File: src/rtl/tinyml_cam_2ppc_to_1ppc_fifo.sv
//------------------------------------------------------------------------------
// Module      : tinyml_cam_2ppc_to_1ppc_fifo
// Description : Buffers 2-pixel-per-clock RGB pairs in a small FIFO and
//               serialises them into a 1-pixel-per-clock valid/ready stream
//               with x/y coordinates and start-of-frame / end-of-line markers.
//               Optional: TINYML_CAM_FRAME_RESYNC_EN adds in_sof, which
//               re-anchors the coordinate counters at the flagged pair.
// Revision    : 1.0 - initial release
//------------------------------------------------------------------------------
`timescale 1ns/1ps
`default_nettype none

module tinyml_cam_2ppc_to_1ppc_fifo #(
   parameter int P_DEPTH          = 8,
   parameter int OUT_FRAME_WIDTH  = 540,
   parameter int OUT_FRAME_HEIGHT = 300,
   parameter int FIFO_AW          = 4
) (
   input  logic                   clk,
   input  logic                   rst_n,
   input  logic [2*P_DEPTH-1:0]   in_red,
   input  logic [2*P_DEPTH-1:0]   in_green,
   input  logic [2*P_DEPTH-1:0]   in_blue,
   input  logic                   in_valid,
`ifdef TINYML_CAM_FRAME_RESYNC_EN
   input  logic                   in_sof,
`endif
   output logic                   fifo_full,
   output logic                   overflow,
   input  logic                   overflow_clr,
   output logic [P_DEPTH-1:0]     out_red,
   output logic [P_DEPTH-1:0]     out_green,
   output logic [P_DEPTH-1:0]     out_blue,
   output logic [10:0]            out_x,
   output logic [10:0]            out_y,
   output logic                   out_sof,
   output logic                   out_eol,
   output logic                   out_valid,
   input  logic                   out_ready
);

   localparam int DEPTH = 1 << FIFO_AW;
`ifdef TINYML_CAM_FRAME_RESYNC_EN
   localparam int FW = 6*P_DEPTH + 1;
`else
   localparam int FW = 6*P_DEPTH;
`endif
   localparam logic [FIFO_AW:0] C_COUNT_FULL = (FIFO_AW+1)'(DEPTH);
   localparam logic [10:0]      C_X_LAST     = 11'(OUT_FRAME_WIDTH - 1);
   localparam logic [10:0]      C_Y_LAST     = 11'(OUT_FRAME_HEIGHT - 1);

   logic [FW-1:0]        mem_q [DEPTH];
   logic [FIFO_AW-1:0]   wr_ptr_q, wr_ptr_d;
   logic [FIFO_AW-1:0]   rd_ptr_q, rd_ptr_d;
   logic [FIFO_AW:0]     count_q, count_d;
   logic                 half_q, half_d;
   logic [10:0]          x_q, x_d;
   logic [10:0]          y_q, y_d;
   logic                 overflow_q, overflow_d;
   logic [P_DEPTH-1:0]   out_red_q, out_red_d;
   logic [P_DEPTH-1:0]   out_green_q, out_green_d;
   logic [P_DEPTH-1:0]   out_blue_q, out_blue_d;
   logic [10:0]          out_x_q, out_x_d;
   logic [10:0]          out_y_q, out_y_d;
   logic                 out_sof_q, out_sof_d;
   logic                 out_eol_q, out_eol_d;
   logic                 out_valid_q, out_valid_d;

   logic                 fifo_empty;
   logic                 wr_en;
   logic                 drop;
   logic                 load;
   logic                 take;
   logic                 pop;
   logic                 resync;
   logic                 head_sof;
   logic [FW-1:0]        wr_data;
   logic [FW-1:0]        head;
   logic [10:0]          cur_x;
   logic [10:0]          cur_y;

   assign fifo_full  = (count_q == C_COUNT_FULL);
   assign fifo_empty = (count_q == '0);
   assign wr_en      = in_valid & ~fifo_full;
   assign drop       = in_valid & fifo_full;
   assign load       = ~out_valid_q | out_ready;
   assign take       = load & ~fifo_empty;
   assign pop        = take & half_q;
   assign head       = mem_q[rd_ptr_q];

`ifdef TINYML_CAM_FRAME_RESYNC_EN
   assign wr_data  = {in_sof, in_blue, in_green, in_red};
   assign head_sof = head[6*P_DEPTH];
`else
   assign wr_data  = {in_blue, in_green, in_red};
   assign head_sof = 1'b0;
`endif

   // Resync only applies when the even half of a flagged pair is loaded.
   assign resync = take & ~half_q & head_sof;
   assign cur_x  = resync ? 11'd0 : x_q;
   assign cur_y  = resync ? 11'd0 : y_q;

   always_ff @(posedge clk) begin
      if (wr_en) begin
         mem_q[wr_ptr_q] <= wr_data;
      end
   end

   always_comb begin
      wr_ptr_d    = wr_ptr_q;
      rd_ptr_d    = rd_ptr_q;
      count_d     = count_q;
      half_d      = half_q;
      x_d         = x_q;
      y_d         = y_q;
      overflow_d  = overflow_q;
      out_red_d   = out_red_q;
      out_green_d = out_green_q;
      out_blue_d  = out_blue_q;
      out_x_d     = out_x_q;
      out_y_d     = out_y_q;
      out_sof_d   = out_sof_q;
      out_eol_d   = out_eol_q;
      out_valid_d = out_valid_q;

      if (wr_en) begin
         wr_ptr_d = wr_ptr_q + 1'b1;
      end
      if (pop) begin
         rd_ptr_d = rd_ptr_q + 1'b1;
      end
      case ({wr_en, pop})
         2'b10:   count_d = count_q + 1'b1;
         2'b01:   count_d = count_q - 1'b1;
         default: count_d = count_q;
      endcase

      if (drop) begin
         overflow_d = 1'b1;
      end else if (overflow_clr) begin
         overflow_d = 1'b0;
      end

      // A loaded pixel is always accepted before the next load, so the
      // coordinate counters advance at load time and are stored with it.
      if (load) begin
         if (fifo_empty) begin
            out_valid_d = 1'b0;
         end else begin
            out_valid_d = 1'b1;
            if (half_q) begin
               out_red_d   = head[2*P_DEPTH-1:P_DEPTH];
               out_green_d = head[4*P_DEPTH-1:3*P_DEPTH];
               out_blue_d  = head[6*P_DEPTH-1:5*P_DEPTH];
            end else begin
               out_red_d   = head[P_DEPTH-1:0];
               out_green_d = head[3*P_DEPTH-1:2*P_DEPTH];
               out_blue_d  = head[5*P_DEPTH-1:4*P_DEPTH];
            end
            half_d    = ~half_q;
            out_x_d   = cur_x;
            out_y_d   = cur_y;
            out_sof_d = (cur_x == 11'd0) && (cur_y == 11'd0);
            out_eol_d = (cur_x == C_X_LAST);
            if (cur_x == C_X_LAST) begin
               x_d = 11'd0;
               y_d = (cur_y == C_Y_LAST) ? 11'd0 : cur_y + 11'd1;
            end else begin
               x_d = cur_x + 11'd1;
               y_d = cur_y;
            end
         end
      end
   end

   always_ff @(posedge clk or negedge rst_n) begin
      if (!rst_n) begin
         wr_ptr_q    <= '0;
         rd_ptr_q    <= '0;
         count_q     <= '0;
         half_q      <= 1'b0;
         x_q         <= '0;
         y_q         <= '0;
         overflow_q  <= 1'b0;
         out_red_q   <= '0;
         out_green_q <= '0;
         out_blue_q  <= '0;
         out_x_q     <= '0;
         out_y_q     <= '0;
         out_sof_q   <= 1'b0;
         out_eol_q   <= 1'b0;
         out_valid_q <= 1'b0;
      end else begin
         wr_ptr_q    <= wr_ptr_d;
         rd_ptr_q    <= rd_ptr_d;
         count_q     <= count_d;
         half_q      <= half_d;
         x_q         <= x_d;
         y_q         <= y_d;
         overflow_q  <= overflow_d;
         out_red_q   <= out_red_d;
         out_green_q <= out_green_d;
         out_blue_q  <= out_blue_d;
         out_x_q     <= out_x_d;
         out_y_q     <= out_y_d;
         out_sof_q   <= out_sof_d;
         out_eol_q   <= out_eol_d;
         out_valid_q <= out_valid_d;
      end
   end

   assign overflow  = overflow_q;
   assign out_red   = out_red_q;
   assign out_green = out_green_q;
   assign out_blue  = out_blue_q;
   assign out_x     = out_x_q;
   assign out_y     = out_y_q;
   assign out_sof   = out_sof_q;
   assign out_eol   = out_eol_q;
   assign out_valid = out_valid_q;

endmodule

`default_nettype wire

File: config.mk
export PLATFORM = sky130hd
export DESIGN_NAME = tinyml_cam_2ppc_to_1ppc_fifo
export DESIGN_NICKNAME = d
export VERILOG_FILES = /design/src/rtl/tinyml_cam_2ppc_to_1ppc_fifo.sv
export SDC_FILE = /design/constraint.sdc
export NUM_CORES = 1
export LEC_CHECK = 0
export BUFFER_PORTS_ARGS = -buffer_cell sky130_fd_sc_hd__buf_2
export CAP_MARGIN = 20
export CORE_MARGIN = 1
export CORE_UTILIZATION = 50
export CTS_CLUSTER_DIAMETER = 40
export DETAILED_ROUTE_END_ITERATION = 8
export PLACE_DENSITY = 0.67
export SYNTH_ARGS = -nofsm -noshare
export SYNTH_HDL_FRONTEND = slang
export SYNTH_SLANG_ARGS = --single-unit
File: constraint.sdc
create_clock -name clk -period 11.3 [get_ports clk]
set_clock_uncertainty 0.2 [all_clocks]
set_input_delay 2.825 -clock clk [delete_from_list [all_inputs] [get_ports clk]]
set_output_delay 2.825 -clock clk [all_outputs]
set_load 0.02 [all_outputs]
==> summary.md <==
| Metric | Value |
|---|---|
| Worst setup SP type | `input pin` |
| Relative slew slack | `33.89%` |
| Layout Utilization | `58.88%` |
| Leading area contributor after synthesis | `edfxtp_1` |
| Adder-Cell Fraction of Synth Area | `0.5575%` |
| Critical Path RT | `11,650 ps` |
| Root Driver | `clkbuf_16` |
| Tcrit/Tclk final | `49.43%` |
| Area grow syn2layout | `16.06%` |
| Most used flip-flop cell after synthesis | `edfxtp_1` |
| CTS resizes | `0` |
| Initial antenna violation count | `6` |
| RR Startpoint | `count_q[1]` |
| Syn Area/Cell | `20.50 µm²` |
| Critical path startpoint | `out_ready` |
| Synth warnings | `0` |
| CP peak stage delay | `520 ps` |
| Synth async-reset ratio | `10.07%` |
| Top cells by area, synth | `edfxtp_1 70%, mux4_2 13%, dfrtp_1 6.6%, mux2i_1 1.5%, nand2_1 1.3%` |
| Vias in the first global route | `16,510` |
| Fill cells | `4,633` |
| Final setup vio count | `0` |
| Reg area | `0.02523 mm²` |
| Worst setup path class | `input pin to register` |
| Die width | `258.0 µm` |
| GRT overflow | `0` |
| Global-route wire length before repair | `103,900 µm` |
| Min cycle time layout | `5586 ps` |
| Top cell type's share of synthesized area | `70.38%` |
| Complex-gate fraction of the synthesized area | `2.600%` |
| Via count | `15,920` |
| Max Fanout on Critical Path | `28` |
| Slew Limit Fails | `0` |
| Worst R2R End | `count_q[4]` |
| Vias per cell | `5.857` |
| H-tree Lvls | `3` |
| Total GRT Usage | `21.12%` |
| IO buf count | `103` |
| Leakage | `12.89 nW` |
| WP data arrival | `5940 ps` |
| Crit. End Element | `register` |
| PwrDens | `254.5 mW/mm²` |
| Worst Setup EP | `count_q[4]` |
| Internal reg-to-reg setup slack | `7240 ps` |
| Status | `finished, final reports clean` |
| DIE AREA | `0.06656 mm²` |
| Post-synthesis mux area share | `14.73%` |
| Setup TNS | `0 ps` |
| DPL Wire Length | `37,080 µm` |
| Syn Inst Count | `1,598` |
| Mapped Nets | `1,665` |
| Worst-case clock buffer depth | `3` |
| Seq/Total Area, Yosys | `76.95%` |
| Fraction of layout cells with a size suffix above 1 | `29.19%` |
| Drt total wl | `68,550 µm` |
| Worst-Skew Late Latency | `640 ps` |
| Max VDD drop | `0.2688 mV` |
| CTS tree | `done` |
| CP max stage cell | `nand2_2` |
| Final Power | `9.677 mW` |
| FMAX | `179.0 MHz` |
| DR pass1 iterations | `5` |
| Post-CTS Setup Inserts | `0` |
| CP most frequent cell | `inv_1` |
| Core area | `0.06458 mm²` |
| Final Wtd Congestion | `0.7771` |
| Area of the multi-input gates | `0.007226 mm²` |
| Post-Syn Area | `0.03277 mm²` |
| Num rows | `93` |
| Residual DRC | `0` |
| Die Span Y | `258.0 µm` |
| Pin count of the biggest net entering global routing | `125` |
| Average wire per standard cell | `25.22 µm` |
| Worst-Margin Slew | `991.7 ps` |
| CP cell instances | `buf_2, nand2b_1, o21a_1, buf_4, nand2_2, inv_1, ha_1, inv_1, fa_1, nor2b_1, o21ai_0, and3_1, nor3_1, xor2_1` |
| Post-DRT Antenna Nets | `0` |
| Cell variety after synth | `43` |
| EDFF count, synth | `768` |
| Clk slew on worst S/H paths | `60 ps` |
| Initial Util | `50.74%` |
| Cts bufs inserted | `109` |
| R2r worst-path depth | `12` |
| Synth top cells by count | `768 x edfxtp_1, 192 x mux4_2, 113 x nand2_1, 86 x dfrtp_1` |
| Simple-Gate Fraction of Synth Area | `3.349%` |
| DR iter-0 viols | `1,344` |
| Worst hold-check path type | `register to register` |
| Main combinational cell family by area after synthesis | `multiplexers` |
| Final Hold Vio Count | `0` |
| Synth Area in XOR/XNOR | `0.4544%` |
| Max-cap viol count | `0` |
| Most frequent cell after synthesis | `edfxtp_1` |
| Post-CTS Hold Buffers | `0` |
| Boundary pin count | `104` |
| Nets | `1,831` |
| Unrepaired setup endpoints after global routing | `false` |
| CTS sink count | `854` |
| Flops & latches, synth | `854` |
worst max-delay path, delay by kind of cell:
family,cells,cell delay (ps)
AND/OR/NAND/NOR,5,1230
buffers and inverters,4,750
adder cells (fa/ha/maj),2,680
AO/OA/AOI/OAI,2,270
XOR/XNOR,1,160
stage by stage:
step | instances | cell area [µm²] | setup slack, ps | hold slack (ps)
after floorplan | 1598 | 32770 | 3942 | 277.2
after global placement | 2507 | 34360 | 5224 | 254.8
after detailed placement | 2507 | 34360 | 5093 | 258.5
after CTS | 2714 | 38000 | 5763 | 272.6
after global routing | 2715 | 38020 | 5505 | 286.2
final | 2718 | 38030 | 5714 | 269.6
cell families after synthesis:
| logic type | Yosys count |
|---|---|
| mux | 242 |
| compound gates | 139 |
| flops | 854 |
| fa+ha+maj | 14 |
| xor+xnor | 17 |
| buf+inv | 97 |
| simple gates | 235 |
routing by layer:
metal | vias up | wire, µm | global-route usage (%)
li1 | 6879 | - | -
met1 | 8404 | 28640 | 29.07
met2 | 501 | 34230 | 34.62
met3 | 128 | 3880 | 4.034
met4 | 8 | 1753 | 6.180
met5 | - | 52 | 0
sequential cells by signal, summed over array words and instances, names as in the netlist:
signal and flops:
out_red 8, out_y 11, wr_ptr_q 4, half_q 1
out_x 11, out_green 8, cur_y 11, out_eol 1
count_q 5, out_valid 1, out_sof 1, rd_ptr_q 4
mem_q 768, cur_x 11, out_blue 8, overflow 1
power by group:
group	internal, mW	total (mW)	switching, mW
clock network	2.03	3.37	1.34
registers	3.83	4.08	0.254
logic	0.997	2.23	1.23
total	6.86	9.68	2.82
cell usage in the layout (no fill, tap or decap), types with 25 or more instances in the layout:
cell / count
edfxtp_1: 768
dfrtp_1: 83
nor2_1: 32
o21ai_0: 48
mux2i_1: 48
a22oi_1: 48
buf_4: 31
nand2_1: 113
a21oi_1: 27
buf_2: 102
mux4_2: 192
or3_1: 25
clkbuf_16: 112
worst min path at each step:
stage,from,endpoint,cells past startpoint
after floorplan,cur_x[8],cur_x[8],1
after global placement,out_x[9],out_x[9],2
after detailed placement,out_y[7],out_y[7],2
after CTS,out_y[7],out_y[7],2
after global routing,out_y[7],out_y[7],2
final,out_y[7],out_y[7],2
area by class of cell:
cell class                 instances  share of cell area (%)
antenna                            3                 0.01974
clock buffer                     140                   7.857
clock inverter                    67                   1.704
inverter                          16                  0.1579
multi-input combinational        647                   19.00
sequential                       854                   66.33
tap                              855                   2.813
timing repair buffer             136                   2.112
(Power assumes the default switching activity.)
